===== config.mk =====
export PLATFORM = sky130hd
export DESIGN_NAME = dma_bus_arbiter_flat
export DESIGN_NICKNAME = d
export VERILOG_FILES = /design/src/rtl/dma_bus_arbiter_if.sv /design/src/rtl/dma_bus_arbiter.sv /design/src/flat_wrapper.sv
export SDC_FILE = /design/constraint.sdc
export NUM_CORES = 1
export LEC_CHECK = 0
export BUFFER_PORTS_ARGS = -buffer_cell sky130_fd_sc_hd__buf_2
export CAP_MARGIN = 30
export CORE_MARGIN = 4
export CORE_UTILIZATION = 45
export CTS_CLUSTER_DIAMETER = 80
export CTS_CLUSTER_SIZE = 25
export DETAILED_ROUTE_END_ITERATION = 12
export GPL_TIMING_DRIVEN = 0
export PLACE_DENSITY = 0.95
export SKIP_CTS_REPAIR_TIMING = 1
export SLEW_MARGIN = 25
export SYNTH_ARGS = -nofsm -noshare
export SYNTH_HDL_FRONTEND = slang
export SYNTH_SLANG_ARGS = --single-unit

===== constraint.sdc =====
create_clock -name clk -period 3.6 [get_ports clk]
set_input_delay 0 -clock clk [delete_from_list [all_inputs] [get_ports clk]]
set_output_delay 0 -clock clk [all_outputs]
set_load 0.005 [all_outputs]

===== src/rtl/dma_bus_arbiter_if.sv =====
// Memory-port sharing bundle between CPU, DMA engine and the dma_bus_arbiter.
// Optional viol_cnt signal exists only when DMA_VIOL_CNT_EN is defined.
interface dma_bus_arbiter_if;
    logic [15:0] pc;
    logic        cpu_req;
    logic [15:0] cpu_addr;
    logic        dma_req;
    logic [15:0] dma_addr;
    logic        mem_en;
    logic [15:0] mem_addr;
    logic        mem_sel;
    logic        cpu_gnt;
    logic        dma_gnt;
    logic        dma_deny;
    logic        kill;
`ifdef DMA_VIOL_CNT_EN
    logic [7:0]  viol_cnt;
`endif

    // Arbiter side: samples requests, drives the memory port and grants.
    modport master (
        input  pc,
        input  cpu_req,
        input  cpu_addr,
        input  dma_req,
        input  dma_addr,
        output mem_en,
        output mem_addr,
        output mem_sel,
        output cpu_gnt,
        output dma_gnt,
        output dma_deny,
        output kill
`ifdef DMA_VIOL_CNT_EN
        , output viol_cnt
`endif
    );

    modport slave (
        output pc,
        output cpu_req,
        output cpu_addr,
        output dma_req,
        output dma_addr,
        input  mem_en,
        input  mem_addr,
        input  mem_sel,
        input  cpu_gnt,
        input  dma_gnt,
        input  dma_deny,
        input  kill
`ifdef DMA_VIOL_CNT_EN
        , input  viol_cnt
`endif
    );
endinterface


===== src/rtl/dma_bus_arbiter.sv =====
// CPU/DMA memory-port arbiter with secure-memory isolation and kill request.
// Define DMA_VIOL_CNT_EN to add the saturating viol_cnt output.
module dma_bus_arbiter #(
    parameter logic [15:0] SMEM_BASE     = 16'hE000,
    parameter logic [15:0] SMEM_SIZE     = 16'h1000,
    parameter logic [15:0] RESET_HANDLER = 16'h0000,
    parameter int unsigned MAX_WAIT      = 4
) (
    input  logic              clk,
    input  logic              reset,
    dma_bus_arbiter_if.master bus
);

    localparam logic [16:0] SMEM_END       = {1'b0, SMEM_BASE} + {1'b0, SMEM_SIZE};
    localparam logic [15:0] LAST_SMEM_ADDR = 16'(SMEM_END - 17'd2);
    localparam logic [3:0]  MAX_WAIT_C     = 4'(MAX_WAIT);

    typedef enum logic {S_RUN, S_KILL} state_t;

    state_t      state_q, state_d;
    logic [3:0]  wait_q, wait_d;

    logic        mem_en_d, mem_sel_d, cpu_gnt_d, dma_gnt_d, dma_deny_d;
    logic [15:0] mem_addr_d;

    logic        mem_en_p1, mem_sel_p1, cpu_gnt_p1, dma_gnt_p1, dma_deny_p1, kill_p1;
    logic [15:0] mem_addr_p1;

    logic        dma_in_smem, pc_in_smem, dma_viol;

    function automatic logic [3:0] sat_inc_wait(input logic [3:0] v);
        return (v >= MAX_WAIT_C) ? MAX_WAIT_C : v + 4'd1;
    endfunction

    function automatic logic [7:0] sat_inc_viol(input logic [7:0] v);
        return (v == 8'hFF) ? v : v + 8'd1;
    endfunction

    assign dma_in_smem = (bus.dma_addr >= SMEM_BASE) && (bus.dma_addr <= LAST_SMEM_ADDR);
    assign pc_in_smem  = (bus.pc >= SMEM_BASE) && (bus.pc <= LAST_SMEM_ADDR);
    assign dma_viol    = bus.dma_req && dma_in_smem;

    always_comb begin
        state_d    = state_q;
        wait_d     = wait_q;
        mem_en_d   = 1'b0;
        mem_addr_d = 16'h0000;
        mem_sel_d  = 1'b0;
        cpu_gnt_d  = 1'b0;
        dma_gnt_d  = 1'b0;
        dma_deny_d = 1'b0;

        unique case (state_q)
            S_KILL: begin
                wait_d    = 4'd0;
                cpu_gnt_d = bus.cpu_req;
                if ((bus.pc == RESET_HANDLER) && !dma_viol)
                    state_d = S_RUN;
            end
            default: begin
                if (dma_viol) begin
                    // A refusal never occupies the port, so the CPU still proceeds.
                    dma_deny_d = 1'b1;
                    cpu_gnt_d  = bus.cpu_req;
                    wait_d     = 4'd0;
                    state_d    = S_KILL;
                end else if (bus.dma_req && pc_in_smem) begin
                    cpu_gnt_d = bus.cpu_req;
                end else if (bus.dma_req && (!bus.cpu_req || (wait_q == MAX_WAIT_C))) begin
                    dma_gnt_d = 1'b1;
                    wait_d    = 4'd0;
                end else if (bus.cpu_req) begin
                    cpu_gnt_d = 1'b1;
                    if (bus.dma_req)
                        wait_d = sat_inc_wait(wait_q);
                end
            end
        endcase

        if (cpu_gnt_d) begin
            mem_en_d   = 1'b1;
            mem_addr_d = bus.cpu_addr;
        end else if (dma_gnt_d) begin
            mem_en_d   = 1'b1;
            mem_addr_d = bus.dma_addr;
            mem_sel_d  = 1'b1;
        end
    end

    // Stage p1: registered outputs
    always_ff @(posedge clk) begin
        if (reset) begin
            state_q     <= S_KILL;
            wait_q      <= 4'd0;
            kill_p1     <= 1'b1;
            mem_en_p1   <= 1'b0;
            mem_addr_p1 <= 16'h0000;
            mem_sel_p1  <= 1'b0;
            cpu_gnt_p1  <= 1'b0;
            dma_gnt_p1  <= 1'b0;
            dma_deny_p1 <= 1'b0;
        end else begin
            state_q     <= state_d;
            wait_q      <= wait_d;
            kill_p1     <= (state_d == S_KILL);
            mem_en_p1   <= mem_en_d;
            mem_addr_p1 <= mem_addr_d;
            mem_sel_p1  <= mem_sel_d;
            cpu_gnt_p1  <= cpu_gnt_d;
            dma_gnt_p1  <= dma_gnt_d;
            dma_deny_p1 <= dma_deny_d;
        end
    end

    assign bus.mem_en   = mem_en_p1;
    assign bus.mem_addr = mem_addr_p1;
    assign bus.mem_sel  = mem_sel_p1;
    assign bus.cpu_gnt  = cpu_gnt_p1;
    assign bus.dma_gnt  = dma_gnt_p1;
    assign bus.dma_deny = dma_deny_p1;
    assign bus.kill     = kill_p1;

`ifdef DMA_VIOL_CNT_EN
    logic [7:0] viol_cnt_p1;

    always_ff @(posedge clk) begin
        if (reset)
            viol_cnt_p1 <= 8'h00;
        else if (dma_deny_d)
            viol_cnt_p1 <= sat_inc_viol(viol_cnt_p1);
    end

    assign bus.viol_cnt = viol_cnt_p1;
`endif

endmodule


===== src/flat_wrapper.sv =====
// flat-port wrapper written by rule: the top's interface ports become plain ports
module dma_bus_arbiter_flat 
#(
    parameter logic [15:0] SMEM_BASE     = 16'hE000,
    parameter logic [15:0] SMEM_SIZE     = 16'h1000,
    parameter logic [15:0] RESET_HANDLER = 16'h0000,
    parameter int unsigned MAX_WAIT      = 4
)
  (clk, reset, bus_pc, bus_cpu_req, bus_cpu_addr, bus_dma_req, bus_dma_addr, bus_mem_en, bus_mem_addr, bus_mem_sel, bus_cpu_gnt, bus_dma_gnt, bus_dma_deny, bus_kill);
  dma_bus_arbiter_if bus_i ();
  input  logic clk;
  input  logic reset;
  input wire logic [$bits(bus_i.pc)-1:0] bus_pc;
  input wire logic [$bits(bus_i.cpu_req)-1:0] bus_cpu_req;
  input wire logic [$bits(bus_i.cpu_addr)-1:0] bus_cpu_addr;
  input wire logic [$bits(bus_i.dma_req)-1:0] bus_dma_req;
  input wire logic [$bits(bus_i.dma_addr)-1:0] bus_dma_addr;
  output wire logic [$bits(bus_i.mem_en)-1:0] bus_mem_en;
  output wire logic [$bits(bus_i.mem_addr)-1:0] bus_mem_addr;
  output wire logic [$bits(bus_i.mem_sel)-1:0] bus_mem_sel;
  output wire logic [$bits(bus_i.cpu_gnt)-1:0] bus_cpu_gnt;
  output wire logic [$bits(bus_i.dma_gnt)-1:0] bus_dma_gnt;
  output wire logic [$bits(bus_i.dma_deny)-1:0] bus_dma_deny;
  output wire logic [$bits(bus_i.kill)-1:0] bus_kill;
  assign bus_i.pc = bus_pc;
  assign bus_i.cpu_req = bus_cpu_req;
  assign bus_i.cpu_addr = bus_cpu_addr;
  assign bus_i.dma_req = bus_dma_req;
  assign bus_i.dma_addr = bus_dma_addr;
  assign bus_mem_en = bus_i.mem_en;
  assign bus_mem_addr = bus_i.mem_addr;
  assign bus_mem_sel = bus_i.mem_sel;
  assign bus_cpu_gnt = bus_i.cpu_gnt;
  assign bus_dma_gnt = bus_i.dma_gnt;
  assign bus_dma_deny = bus_i.dma_deny;
  assign bus_kill = bus_i.kill;
  dma_bus_arbiter #(.SMEM_BASE(SMEM_BASE), .SMEM_SIZE(SMEM_SIZE), .RESET_HANDLER(RESET_HANDLER), .MAX_WAIT(MAX_WAIT)) u_core (.clk(clk), .reset(reset), .bus(bus_i));
endmodule

# Word-level counts from Yosys, hierarchy flattened
# Cells that the tools add are included.
op_classes:
  order_cmp: 5
  addsub: 1
  n_eq_ne: 1
  n_bitwise: 1
  muxes: 20
  reduce_logical: 16
ops:
  columns: ["op", "count"]
  rows:
  - [">= comparator 16 bit, second input constant", 2]
  - ["<= comparator 16 bit, second input constant", 2]
  - ["two-way mux 16 bit", 2]
  - ["logical NOT 16 bit", 1]
  - ["two-way mux 4 bit", 4]
  - ["two-way mux 1 bit", 14]
  - ["logical AND 1 bit", 6]
  - ["adder 4 x 1 -> 4 bit, second input constant", 1]
  - ["== test 4 x 3 -> 1 bit, second input constant", 1]
  - [">= comparator 4 x 3 -> 1 bit, second input constant", 1]
  - ["nonzero test 2 bit", 2]
  - ["OR reduction 2 bit", 2]
  - ["AND reduction 3 bit", 1]
  - ["OR reduction 3 bit", 1]
  - ["logical NOT 1 bit", 2]
  - ["logical OR 1 bit", 1]
  - ["NOT 1 bit", 1]
word_totals:
  word_cells: 52
  inputBits: 52
  register_bits: 26
  output_inout_bits: 22

# Longest topological paths before layout
depth:
  word_depth: 9
  mapped_depth: 8
  ltp_nobuf: 7

# Worst setup path after synthesis
# No wires, ideal clock.
synth_timing:
  path_type: "flip-flop to flip-flop"
  from: "reg u_core.wait_q[0]"
  to: "reg u_core.mem_addr_p1[15], in the netlist u_core.bus.mem_addr[15]"
  setup_ns: 0.127
  n_path_buf: 1
  period_less_slack_ns: 1.459
  required_ns: 3.473
  setup_slack_ns: 2.141
  arrival_ns: 1.332
  path_stages_with_launch: 9
  path_cell_list: "dfxtp_1 -> inv_1 -> ha_1 -> nand3b_1 -> a21oi_2 -> o31ai_4 -> buf_4 -> o2111ai_1 -> o21ai_0"
synth_via:
  elab_chain_cells: 9
  word_cells_on_any_way: 13
  cone_classes: "eq/ne (1); mux (10); reduce/logical (2)"
synth_lines:
  columns: ["element", "line", "source"]
  rows:
  - ["from (decl)", "dma_bus_arbiter.sv:21", "logic [3:0] wait_q, wait_d;"]
  - ["from (signal assigned)", "dma_bus_arbiter.sv:104", "wait_q <= wait_d;"]
  - ["== test 4 x 3 -> 1 bit (*)", "dma_bus_arbiter.sv:69", "end else if (bus.dma_req && (!bus.cpu_req || (wait_q == MAX_WAIT_C))) begin"]
  - ["logical OR 1 bit (*)", "dma_bus_arbiter.sv:69", null]
  - ["logical AND 1 bit (*)", "dma_bus_arbiter.sv:69", null]
  - ["two-way mux 1 bit", "dma_bus_arbiter.sv:69", null]
  - ["two-way mux 1 bit", "dma_bus_arbiter.sv:67", "end else if (bus.dma_req && pc_in_smem) begin"]
  - ["two-way mux 1 bit", "dma_bus_arbiter.sv:61", "if (dma_viol) begin"]
  - ["two-way mux 1 bit", "dma_bus_arbiter.sv:53", "unique case (state_q)"]
  - ["two-way mux 16 bit", "dma_bus_arbiter.sv:83", "end else if (dma_gnt_d) begin"]
  - ["two-way mux 16 bit (*)", "dma_bus_arbiter.sv:80", "if (cpu_gnt_d) begin"]
  - ["to (signal assigned)", "dma_bus_arbiter.sv:107", "mem_addr_p1 <= mem_addr_d;"]
  - ["to (decl)", "dma_bus_arbiter.sv:27", "logic [15:0] mem_addr_p1;"]
# Mark *: on every way between the ends. The rest lies on a longest branch, timed or not.
# A chain may end at the register's enable or synchronous reset.

# Worst setup path in the final report
layout_timing:
  from: "reg u_core.wait_q[0]"
  to: "reg u_core.mem_addr_p1[0], in the netlist u_core.bus.mem_addr[0]"
# Same word-level chain as after synthesis.

==> qor.yml <==
run_status:
  status: "finished clean"
worst_setup_path:
  r2r_cells: 9
  rr_startpoint: "u_core.wait_q[0]$_SDFFE_PP0P_"
  reg2reg_to: "u_core.bus.mem_addr[0]$_SDFF_PP0_"
  cp-start-kind: "register"
  r2r_slack_ps: 1400
  end_kind: "register"
  cp.required_ps: 3830
  critPathSlowestCell: "dlygate4sd3_1"
  max_stage_delay_ps: 580
  crit_arrival_ps: 2430
  crit_fanout: 10
  critPathKind: "reg -> reg"
  path_cells: "inv_1, ha_1, nand3b_1, a21oi_2, o31ai_4, buf_4, o211ai_1, a21oi_1, dlygate4sd3_1"
yosys:
  yosys_register_bits: 26
  synth.top_cell.area_share: 0.428
  syn_inst: 137
  ys.warnings.count: 0
  avgSynthCellArea_um2: 8.87
  syn-num-nets: 191
  yosysSeqAreaShare: 0.428
  synth_top_area_cell: "dfxtp_1"
  ys_top_cells_by_area: "dfxtp_1 (43%), o211ai_1 (9.9%), a21oi_1 (8.2%), nand3_1 (7.8%), nand4_1 (3.1%)"
  syn_area_um2: 1210
  ys_types: 30
flow_run:
  maxCapViolCount: 0
sta:
  setup_viol: 0
  slew_headroom: 0.686
  finalHoldViolations: 0
  tightest_slew_ps: 471
  finClkSkew_ps: 8.79
  rsz0062_at_grt: "false"
  fmax_ghz: 0.455
  post-route-period-util: 0.610
  setup-tns-final_ps: 0
  slew_violations: 0
  finalCriticalPeriod_ps: 2200
final_layout:
  drive_gt1_frac: 0.368
  area_delta_synth_final_pct: 63.5
  final_util: 0.788
  nets: 302
  nFillCells: 190
global_route:
  grt_pass1_wl_um: 5660
  grt_pass1_vias: 1389
  antenna_found_initial: 0
  grt-ovfl-total: 0
  grt_max_degree: 15
  grt_use_total: 0.202
clock_tree:
  clk_path_buf_depth: 2
  htreeDepth: 1
  cts_buffers: 3
  clk_pin_slew_ps: 140
  tritoncts: "built"
  cts-root-buf: "clkbuf_4"
  cts_sinks: 26
  worstSkewPairLatency_ps: 330
routing:
  drtPass1Iterations: 4
  drc: 0
  routed-via-count: 1560
  dr.first_iter.drc_count: 89
  ant_nets: 0
  finalWirelength_um: 4380
  routedWlPerCell_um: 15.7
  vias_per_cell: 5.61
worst_hold_path:
  min_from: "bus_pc[10]"
  hold_class: "in -> reg"
  min_to: "u_core.state_q$_SDFF_PP1_"
  hold_depth: 5
floorplan:
  pin_count: 74
  die_y_um: 60.0
  die_area_um2: 3600
  die_w_um: 60.0
  core.rowCount: 18
  core_um2: 2520
  start_util: 0.482
power:
  powerDensity_nw_per_um2: 281
  p_leak_nw: 0.893
  ir_worst_vdd_mv: 0.254
place:
  gp_congestion: 0.893
  dp_hpwl_um: 2800
  numPortBuffers: 73
sequential cells by signal, summed over array words and instances, names as in the netlist:
name                 flops
u_core.bus.dma_gnt       1
u_core.bus.mem_addr     16
u_core.state_q           1
u_core.wait_q            4
u_core.bus.mem_en        1
u_core.bus.mem_sel       1
u_core.bus.dma_deny      1
u_core.bus.cpu_gnt       1
logic make-up (layout without fill, tap and decap cells):
family / count (synthesis) / after routing / share of synthesized area
buffers and inverters: 15 / 125 / 0.0711
other: 0 / 1 / 0
adder cells (fa/ha/maj): 2 / 2 / 0.0206
AND/OR/NAND/NOR: 49 / 49 / 0.231
AO/OA/AOI/OAI: 45 / 45 / 0.249
flip-flops: 26 / 26 / 0.428
stage by stage:
stage / setup slack (ps) / hold slack (ps) / total power, W / cell area [um^2] / instances
floorplan: 2140 / 117 / 0.000338 / 1210 / 137
global placement: 2030 / 256 / 0.000386 / 1620 / 240
detailed placement: 1990 / 267 / 0.000387 / 1620 / 240
CTS: 1960 / -81.0 / 0.000530 / 1650 / 244
global route: 1240 / 28.5 / 0.000579 / 1980 / 277
finish: 1400 / 18.4 / 0.000559 / 1990 / 278
Yosys cell counts:
master / number
nor4_2: 1
nor4_1: 4
or3_4: 1
o211ai_1: 16
nor3_4: 1
nand4b_1: 1
nand3b_1: 1
o21a_1: 1
nor3b_1: 1
o2111ai_1: 1
dfxtp_1: 26
and3_1: 1
o31a_2: 1
o31ai_4: 1
buf_6: 3
nand2_1: 7
ha_1: 2
buf_4: 1
inv_1: 5
nand2b_1: 1
a21oi_1: 20
nor3_1: 1
nand4_1: 6
clkbuf_1: 3
nand3_1: 19
o21ai_0: 2
a21oi_2: 2
a211oi_1: 1
buf_2: 3
nor2_1: 4
placed cells by master (no fill, tap or decap), drive strengths merged:
| master | instances |
|---|---|
| buf | 80 |
| dlygate4sd3 | 33 |
| dfxtp | 26 |
| a21oi | 22 |
| nand3 | 19 |
| o211ai | 16 |
| nand2 | 7 |
| clkbuf | 7 |
| nand4 | 6 |
| inv | 5 |
| nor4 | 5 |
| nor2 | 4 |
| o21ai | 2 |
| ha | 2 |
| nor3 | 2 |
| diode | 1 |
| nand4b | 1 |
| o21a | 1 |
| nand2b | 1 |
| nand3b | 1 |
| o31a | 1 |
| o31ai | 1 |
| or3 | 1 |
| a211oi | 1 |
| o2111ai | 1 |
| nor3b | 1 |
| and3 | 1 |
layer usage:
metal,GRT usage,wire length [um],share of wire,up-vias
met5,0,0,0,-
met1,0.228,1540,0.35,697
met4,0.0886,133,0.030,0
li1,-,-,-,739
met3,0.0583,421,0.096,20
met2,0.349,2280,0.52,104
cell type report:
class                   count  area, um^2  share of cell area
clock buffers               4        36.3              0.0183
multi-input cells          96         608               0.306
diodes                      1        2.50             0.00126
flip-flops and latches     26         520               0.262
well taps                  30        37.5              0.0189
repair buffers            106         696               0.350
plain buffers              10        67.6              0.0340
inverters                   5        18.8             0.00945
worst max path at each step:
stage,slack (ps),endpoint,cells past startpoint,startpoint
2_1_floorplan,2140,u_core.bus.mem_addr[15]$_SDFF_PP0_,8,u_core.wait_q[0]$_SDFFE_PP0P_
3_3_place_gp,2030,u_core.bus.mem_addr[0]$_SDFF_PP0_,8,u_core.wait_q[0]$_SDFFE_PP0P_
3_5_place_dp,1990,u_core.bus.mem_addr[0]$_SDFF_PP0_,8,u_core.wait_q[0]$_SDFFE_PP0P_
4_1_cts,1960,u_core.bus.mem_addr[0]$_SDFF_PP0_,8,u_core.wait_q[0]$_SDFFE_PP0P_
5_1_grt,1240,u_core.bus.mem_addr[9]$_SDFF_PP0_,9,u_core.wait_q[0]$_SDFFE_PP0P_
6_report,1400,u_core.bus.mem_addr[0]$_SDFF_PP0_,9,u_core.wait_q[0]$_SDFFE_PP0P_
power by group:
group / total, W / switching (W) / internal (W)
Sequential: 0.000298 / 0.00000196 / 0.000296
Combinational: 0.000111 / 0.0000509 / 0.0000604
Clock: 0.000149 / 0.0000872 / 0.0000619
worst max-delay path, delay by kind of cell (launching register included):
kind,cells,cell delay (ps)
adders and majority gates,1,160
DFF,1,350
AOI/OAI and AO/OA,4,650
buffers and inverters,3,850
and+or+nand+nor,1,90
Note: power is estimated with default switching activity, not from simulation.
